===== src/rtl/i2c_target_regs.sv =====
// ---------------------------------------------------------------------------
// i2c_target_regs
//   I2C target (slave) exposing NUM_REGS 8-bit registers behind a 7-bit bus
//   address. A write sets the register pointer (first data byte) and then
//   fills registers with auto-increment. A read returns registers from the
//   current pointer with auto-increment. SCL/SDA are oversampled on clk, so
//   clk must run at least 20x the SCL frequency.
//
//   Ports:
//     clk        system clock
//     reset      asynchronous active-low reset (0 = reset)
//     scl_in     bus SCL level (asynchronous)
//     sda_in     bus SDA level (asynchronous)
//     sda_oe     1 = pull SDA low (open drain), 0 = release
//     reg_q      flattened registers, reg i at [8i+7:8i]
//     wr_strobe  one-cycle pulse when a data byte lands in a register
//     wr_idx     register index written, valid with wr_strobe
//     busy       1 while an addressed transaction is in progress
//
//   Optional build macro I2C_TARGET_GLITCH_FILTER_EN: adds a 3-sample
//   agreement filter per line after the synchronizers (+2 clk latency,
//   pulses of 2 clk or less are ignored).
// ---------------------------------------------------------------------------
module i2c_target_regs #(
    parameter logic [6:0] TARGET_ADDR = 7'h42,
    parameter int         NUM_REGS    = 4,
    localparam int        PTR_W       = $clog2(NUM_REGS)
) (
    input  logic                  clk,
    input  logic                  reset,
    input  logic                  scl_in,
    input  logic                  sda_in,
    output logic                  sda_oe,
    output logic [8*NUM_REGS-1:0] reg_q,
    output logic                  wr_strobe,
    output logic [PTR_W-1:0]      wr_idx,
    output logic                  busy
);

    typedef enum logic [3:0] {
        IDLE, ADDR, ADDR_ACK, PTR, PTR_ACK, WRITE, WRITE_ACK, READ, MACK
    } state_t;

    state_t           state, state_n;
    logic [3:0]       cnt, cnt_n;
    logic [7:0]       shreg, shreg_n;
    logic [PTR_W-1:0] ptr, ptr_n;
    logic             sda_oe_n, rw, rw_n, mack, mack_n, busy_n, wr_en;
    logic [7:0]       regs [NUM_REGS];

    // Input path: 2-flop synchronizers; the sync flops reset to the idle bus
    // level (high) so leaving reset never looks like a bus edge.
    logic scl_s1, scl_s2, sda_s1, sda_s2;
    logic scl_f, sda_f, scl_d, sda_d;

    always_ff @(posedge clk or negedge reset) begin
        if (!reset) begin
            scl_s1 <= 1'b1; scl_s2 <= 1'b1;
            sda_s1 <= 1'b1; sda_s2 <= 1'b1;
            scl_d  <= 1'b1; sda_d  <= 1'b1;
        end else begin
            scl_s1 <= scl_in; scl_s2 <= scl_s1;
            sda_s1 <= sda_in; sda_s2 <= sda_s1;
            scl_d  <= scl_f;  sda_d  <= sda_f;
        end
    end

`ifdef I2C_TARGET_GLITCH_FILTER_EN
    // Two cycles of history plus the current sample; the filtered level only
    // follows once all three agree, otherwise it holds the last accepted
    // level (which is exactly the edge-detect register).
    logic [1:0] scl_h, sda_h;
    always_ff @(posedge clk or negedge reset) begin
        if (!reset) begin
            scl_h <= 2'b11;
            sda_h <= 2'b11;
        end else begin
            scl_h <= {scl_h[0], scl_s2};
            sda_h <= {sda_h[0], sda_s2};
        end
    end
    assign scl_f = (scl_h == {2{scl_s2}}) ? scl_s2 : scl_d;
    assign sda_f = (sda_h == {2{sda_s2}}) ? sda_s2 : sda_d;
`else
    assign scl_f = scl_s2;
    assign sda_f = sda_s2;
`endif

    logic scl_rise, scl_fall, start_det, stop_det, addr_hit;
    assign scl_rise  = scl_f & ~scl_d;
    assign scl_fall  = ~scl_f & scl_d;
    // SCL must be high on both samples so an SDA change that coincides with
    // an SCL edge is not mistaken for START/STOP.
    assign start_det = scl_f & scl_d & sda_d & ~sda_f;
    assign stop_det  = scl_f & scl_d & ~sda_d & sda_f;
    // General call (0x00) is never acknowledged.
    assign addr_hit  = (shreg[7:1] == TARGET_ADDR) && (shreg[7:1] != 7'h00);

    always_ff @(posedge clk or negedge reset) begin
        if (!reset) begin
            state     <= IDLE;
            cnt       <= 4'd0;
            shreg     <= 8'h00;
            ptr       <= '0;
            sda_oe    <= 1'b0;
            rw        <= 1'b0;
            mack      <= 1'b1;
            busy      <= 1'b0;
            wr_strobe <= 1'b0;
            wr_idx    <= '0;
            for (int i = 0; i < NUM_REGS; i++) regs[i] <= 8'h00;
        end else begin
            state     <= state_n;
            cnt       <= cnt_n;
            shreg     <= shreg_n;
            ptr       <= ptr_n;
            sda_oe    <= sda_oe_n;
            rw        <= rw_n;
            mack      <= mack_n;
            busy      <= busy_n;
            wr_strobe <= wr_en;
            if (wr_en) begin
                regs[ptr] <= shreg;
                wr_idx    <= ptr;
            end
        end
    end

    always_comb begin
        state_n  = state;
        cnt_n    = cnt;
        shreg_n  = shreg;
        ptr_n    = ptr;
        sda_oe_n = sda_oe;
        rw_n     = rw;
        mack_n   = mack;
        busy_n   = busy;
        wr_en    = 1'b0;
        if (start_det) begin
            // busy is kept across a repeated START; it drops if the new
            // address misses.
            state_n  = ADDR;
            cnt_n    = 4'd0;
            sda_oe_n = 1'b0;
        end else if (stop_det) begin
            state_n  = IDLE;
            sda_oe_n = 1'b0;
            busy_n   = 1'b0;
        end else if (scl_rise) begin
            case (state)
                ADDR, PTR, WRITE: begin
                    shreg_n = {shreg[6:0], sda_f};
                    cnt_n   = cnt + 4'd1;
                end
                READ:    cnt_n  = cnt + 4'd1;
                MACK:    mack_n = sda_f;
                default: ;
            endcase
        end else if (scl_fall) begin
            case (state)
                ADDR: if (cnt == 4'd8) begin
                    if (addr_hit) begin
                        state_n  = ADDR_ACK;
                        sda_oe_n = 1'b1;
                        rw_n     = shreg[0];
                        busy_n   = 1'b1;
                    end else begin
                        state_n  = IDLE;
                        sda_oe_n = 1'b0;
                        busy_n   = 1'b0;
                    end
                end
                ADDR_ACK: begin
                    cnt_n = 4'd0;
                    if (rw) begin
                        state_n  = READ;
                        shreg_n  = regs[ptr];
                        sda_oe_n = ~regs[ptr][7];
                    end else begin
                        state_n  = PTR;
                        sda_oe_n = 1'b0;
                    end
                end
                PTR: if (cnt == 4'd8) begin
                    ptr_n    = shreg[PTR_W-1:0];
                    sda_oe_n = 1'b1;
                    state_n  = PTR_ACK;
                end
                PTR_ACK, WRITE_ACK: begin
                    sda_oe_n = 1'b0;
                    cnt_n    = 4'd0;
                    state_n  = WRITE;
                end
                WRITE: if (cnt == 4'd8) begin
                    wr_en    = 1'b1;
                    ptr_n    = ptr + PTR_W'(1);
                    sda_oe_n = 1'b1;
                    state_n  = WRITE_ACK;
                end
                READ: begin
                    if (cnt == 4'd8) begin
                        sda_oe_n = 1'b0;
                        ptr_n    = ptr + PTR_W'(1);
                        state_n  = MACK;
                    end else begin
                        // shreg[7] is on the bus; move to the next bit.
                        sda_oe_n = ~shreg[6];
                        shreg_n  = {shreg[6:0], 1'b0};
                    end
                end
                MACK: begin
                    if (!mack) begin
                        shreg_n  = regs[ptr];
                        sda_oe_n = ~regs[ptr][7];
                        cnt_n    = 4'd0;
                        state_n  = READ;
                    end else begin
                        // Master NACK: stay off the bus until START/STOP.
                        sda_oe_n = 1'b0;
                        busy_n   = 1'b0;
                        state_n  = IDLE;
                    end
                end
                default: ;
            endcase
        end
    end

    for (genvar gi = 0; gi < NUM_REGS; gi++) begin : g_reg_q
        assign reg_q[8*gi +: 8] = regs[gi];
    end

endmodule


===== config.mk =====
export PLATFORM = sky130hd
export DESIGN_NAME = i2c_target_regs
export DESIGN_NICKNAME = d
export VERILOG_FILES = /design/src/rtl/i2c_target_regs.sv
export SDC_FILE = /design/constraint.sdc
export NUM_CORES = 1
export LEC_CHECK = 0
export ABC_AREA = 1
export ABC_CLOCK_PERIOD_IN_PS = 2000
export CAP_MARGIN = 20
export CORE_MARGIN = 2
export CORE_UTILIZATION = 51
export DETAILED_ROUTE_END_ITERATION = 12
export HOLD_SLACK_MARGIN = 0.08
export PLACE_DENSITY = 0.78
export SLEW_MARGIN = 25
export SYNTH_ARGS = -nofsm -noshare
export SYNTH_HDL_FRONTEND = slang
export SYNTH_SLANG_ARGS = --single-unit

===== constraint.sdc =====
create_clock -name clk -period 2 [get_ports clk]
set_input_delay 0.4 -clock clk [delete_from_list [all_inputs] [get_ports clk]]
set_output_delay 0.4 -clock clk [all_outputs]
set_load 0.02 [all_outputs]

# Word-level counts from Yosys, hierarchy flattened
# Index checks and enable logic that the tools add are counted.
# word_totals
register_bits	63
in_bits	4
# classes
add_sub_neg	2
magnitude_cmp	2
eq_ne	28
n_mux	57
bitwise	17
n_reduce_logical	27
# op_table
operator	n
two-way mux 8 bit	9
two-way mux 4 bit	14
bitwise mux 32 bit	1
case mux 4 bit (7 select lines)	1
case mux 8 bit (3 select lines)	1
AND reduction 7 bit	3
two-way mux 1 bit	20
!= test 4 bit (second input constant)	5
binary-select mux 8 bit (select 2 bit)	1
demux 8 bit (select 2 bit)	1
== test 4 x 3 -> 1 bit (second input constant)	4
!= test 3 bit (second input constant)	5
AND reduction 5 bit	2
inverter 1 bit	9
nonzero test 3 bit	3
nonzero test 9 bit	1
== test 4 x 2 -> 1 bit (second input constant)	2
== test 4 bit (second input constant)	2
case mux 4 bit (2 select lines)	1
AND reduction 8 bit	1
nonzero test 4 bit	2
nonzero test 8 bit	1
AND 1 bit	7
== test 7 bit (second input constant)	1
24 further kinds	36

# Depth between registers and ports, before layout
# logic_depth
word_depth	11
depth_mapped	11
depth_no_buf	11

# Worst setup path after synthesis
# Ideal clock, no wire load.
# synth_timing
path_kind	register -> register
start	reg scl_d
end	reg regs, in the netlist reg_q[6]
setup_ns	0.120
arrival_time_ns	1.776
setup_slack_ns	0.104
stages_incl_launch_ff	11
period_less_slack_ns	1.896
cell_sequence	dfstp_2 inv_1 ha_1 clkdlybuf4s18_2 nor2_4 nand3_4 nor2_8 nand2_4 buf_6 nand2_1 o21ai_2
# synth_via
elab_chain_len	5
elab_cells_between_ends	12
cone_classes	mux: 4; bitwise: 8
# synth_rtl
item	line	rtl
start, declared	54	logic scl_f, sda_f, scl_d, sda_d;
start signal, assigned	60	scl_d <= 1'b1; sda_d <= 1'b1;
start signal, assigned	64	scl_d <= scl_f; sda_d <= sda_f;
AND 1 bit, or another cell as far along	91	assign scl_fall = ~scl_f & scl_d;
two-way mux 1 bit, or another cell as far along	159	end else if (scl_fall) begin
two-way mux 1 bit / AND 1 bit (equally long branches)	149, 95	
two-way mux 1 bit	145	end else if (stop_det) begin
two-way mux 1 bit *	139	if (start_det) begin
net wr_en	48	logic sda_oe_n, rw, rw_n, mack, mack_n, busy_n, wr_en;
end signal, assigned by index	123	regs[ptr] <= shreg;
end, declared	49	logic [7:0] regs [NUM_REGS];
# Mark *: on every way through the listed nets, which the timed path passes. The rest lies on a longest branch.
# A chain may end at the register's enable or synchronous reset.

# Worst setup path in the final report
# layout_timing
start	reg scl_d
end	reg shreg[7]
# layout_via
elab_chain_len	5
elab_cells_between_ends	18
cone_classes	eq/ne: 4; mux: 1; bitwise: 10; reduce/logical: 3
# layout_rtl
item	line	rtl
AND 1 bit	94, 95	
AND 1 bit, on equally long branches (2 in a row)	95, 94	
inverter 1 bit (no source line)	-	
AND reduction 8 bit (no source line)	-	
end signal, assigned	115	shreg <= shreg_n;
end, declared	46	logic [7:0] shreg, shreg_n;
# Parallel ways exist; a longest one is shown, timed or not.

==> results.yml <==
status:
  status: "completed"
logic_synthesis:
  ys_warn_count: 0
  synth_compound_area_share_pct: 12.9
  yosys.area.top_type_share_pct: 40.5
  synth_top_flop_cell: "dfrtp_1"
  syn_area_um2: 3460
  synth-simple-area-share_pct: 30.8
  synth_top_cell_by_area: "dfrtp_1"
  synth-xor-area-share_pct: 0.507
  synth_common_cells: "nand2_1, nor2_1, dfrtp_1"
  ys_async_sr_fraction_pct: 100
  syn-num-nets: 451
  synth_edf_count: 0
  syn_area_per_cell_um2: 7.89
  synth_top_family_by_area: "simple AND/OR/NAND/NOR gates"
  synth_fa_ha_area_share_pct: 3.26
  seq_area_frac_synth_pct: 45.9
  yosysMostFrequentCell: "nand2_1"
  synthMuxAreaShare_pct: 0
  synthCells: 438
  synth-seq-cells: 63
  ys_top_cells_by_area: "dfrtp_1, nand2_1, nor2_1, o21ai_0, dfstp_2"
  ys_types: 31
worst_hold_path:
  whs_path_depth: 0
  hold_path_class: "flop to flop"
  min_to: "sda_f"
  hold_path_startpoint: "sda_s1"
clocking:
  cts_sinks: 63
  ctsRootBufferMaster: "clkbuf_8"
  cts_max_path_buffers: 2
  clk_pin_slew_ps: 70
  cts_tree: "done"
  clk_latency_ps: 340
  h-tree-depth: 3
  cts_buffers: 9
setup_path:
  r2r-end: "shreg[7]"
  critPathMaxStageDelay_ps: 550
  crit_start: "scl_d"
  path_class: "flop to flop"
  rr_worst_depth: 8
  worstPathRequired_ps: 2280
  critPathMaxFanout: 12
  worst-path-buf-inv: 2
  crit_arrival_ps: 2080
  end_kind: "flop"
  slowest_stage: "dfstp_2"
  worstSetupStartpointType: "flop"
  path_cells: "inv_1, ha_2, nor2_2, buf_4, nor2_1, a21oi_1, nand3_1, nand2_1"
  rr_startpoint: "scl_d"
  crit_family: "flip-flops"
  worst-r2r-setup-slack_ps: 200
global_routing:
  grt_remaining_overflow: 0
  grt_usage_pct: 23.7
  antenna_found_initial: 0
  grt_pass1_vias: 2885
  grt_max_degree: 64
  grt_pass1_wl_mm: 13.8
timing:
  worstMarginPinSlew_ps: 513
  rsz0062_at_grt: "no"
  fmax_mhz: 555
  finClkSkew_ps: 6.27
  setup_viol: 0
  finalHoldViolations: 0
  finalCriticalPeriod_ps: 1800
  slew_headroom_pct: 65.7
  setup_ws_ps: 197
  finalCritPeriodShare_pct: 90.2
  drv_slew: 0
  setup-tns-final_ps: 0
pwr:
  leakagePower_uw: 0.00198
  powerDensity_nw_per_um2: 629
  irDropWorstVdd_uv: 431
routing:
  wl_per_cell_um: 14.7
  drt-initial-drc-count: 251
  totalWireLength_mm: 8.44
  dr.pass1.iters: 5
  num_vias: 3140
  viasPerCell: 5.47
  drc: 0
  ant_nets: 0
final_layout:
  fillers: 575
  diodes: 0
  drive_gt1_share_pct: 12.3
  fin_area_um2: 4170
  nets: 502
  syn2layout_area_growth_pct: 20.6
job:
  cap_violations: 0
floorplanning:
  die_area_um2: 7450
  placement_rows: 30
  core_um2: 6680
  die_w_um: 86.3
  initial_core_util_pct: 51.7
  die_h_um: 86.3
  io_pins: 41
placed_design:
  dp_hpwl_mm: 6.00
  place_congestion: 0.898
  dp_worst_setup_slack_ps: 39.6
  portBuffers: 40
  dpl_cell_area_um2: 3940
## cells in the final DEF, fill, tap and decap left out, drive strengths merged, types with 2 or more instances in the layout
master	synthesis	final
nand2	132	132
o21ai	69	69
nor2	62	62
dfrtp	56	56
clkdlybuf4s50	0	39
inv	37	38
nand3	35	35
clkbuf	1	11
buf	8	10
ha	9	9
a21oi	9	9
dfstp	7	7
nor3	4	4
nand4	3	3
clkinvlp	0	2
## cells by family (layout without fill, tap and decap cells)
family                     count (synthesis)  in the layout
DFF                                       63             63
and+or+nand+nor                          238            238
xor gates and xnor gates                   2              2
AOI/OAI and AO/OA                         79             79
adders and majority gates                  9              9
buffers and inverters                     47            103
## worst max-delay path by stage
stage | slack, ps | cells after the start | end
after floorplan | 100 | 10 | reg_q[6]
after global placement | 130 | 8 | shreg[1]
after detailed placement | 40 | 8 | shreg[6]
after CTS | 20 | 8 | shreg[6]
after global routing | 30 | 9 | state[1]
final | 200 | 8 | shreg[7]
## worst register-to-register path, stage by stage, from the launching register on
cell	delay (ps)
dfstp_2	550
inv_1	50
ha_2	230
nor2_2	270
buf_4	240
nor2_1	70
a21oi_1	160
nand3_1	100
nand2_1	80
## routing by layer
metal / up-vias / global-route usage, % / wire, um
met3: 16 / 4.29 / 455
met1: 1492 / 32.5 / 3800
met5: - / 0 / 0
met4: 0 / 9.66 / 134
met2: 113 / 37.3 / 4050
li1: 1519 / - / -
## timing repair
action,in CTS,in global routing
setup buffers,0,1
setup endpoints to repair,0,32
hold endpoints to repair,12,0
gates resized for setup,0,2
hold buffers,1,0
## per-stage QoR
step | util, % | power [uW] | hold slack, ps | instances
final | 62.4 | 2620 | 359 | 574
after CTS | 62.0 | 2620 | 361 | 573
after detailed placement | 59.0 | 1530 | 350 | 556
after floorplan | - | 1460 | 104 | 438
after global routing | 62.4 | 2730 | 362 | 574
after global placement | 59.0 | 1530 | 346 | 556
## report_power, final
| group | switching [uW] | internal (uW) | leakage [uW] |
|---|---|---|---|
| Sequential | 23.5 | 1300 | 0.000854 |
| Combinational | 134 | 61.9 | 0.00104 |
| Clock | 524 | 579 | 0.0000899 |
## area by class of cell
class | count | area [um2] | area share (%)
clock inverter | 5 | 58.8 | 1.41
tap | 80 | 100 | 2.40
inverter | 37 | 144 | 3.45
multi-input combinational | 328 | 1650 | 39.6
sequential | 63 | 1590 | 38.0
timing repair buffer | 50 | 498 | 11.9
clock buffer | 11 | 131 | 3.15
## flip-flops by register name, summed over array words and instances, names as in the netlist
register / count
ptr: 2
shreg: 8
scl_s1: 1
busy: 1
sda_s1: 1
sda_d: 1
rw: 1
sda_f: 1
scl_d: 1
sda_oe: 1
cnt: 4
reg_q: 32
wr_idx: 2
mack: 1
wr_strobe: 1
state: 4
scl_f: 1
Note: power is estimated with default switching activity, not from simulation.
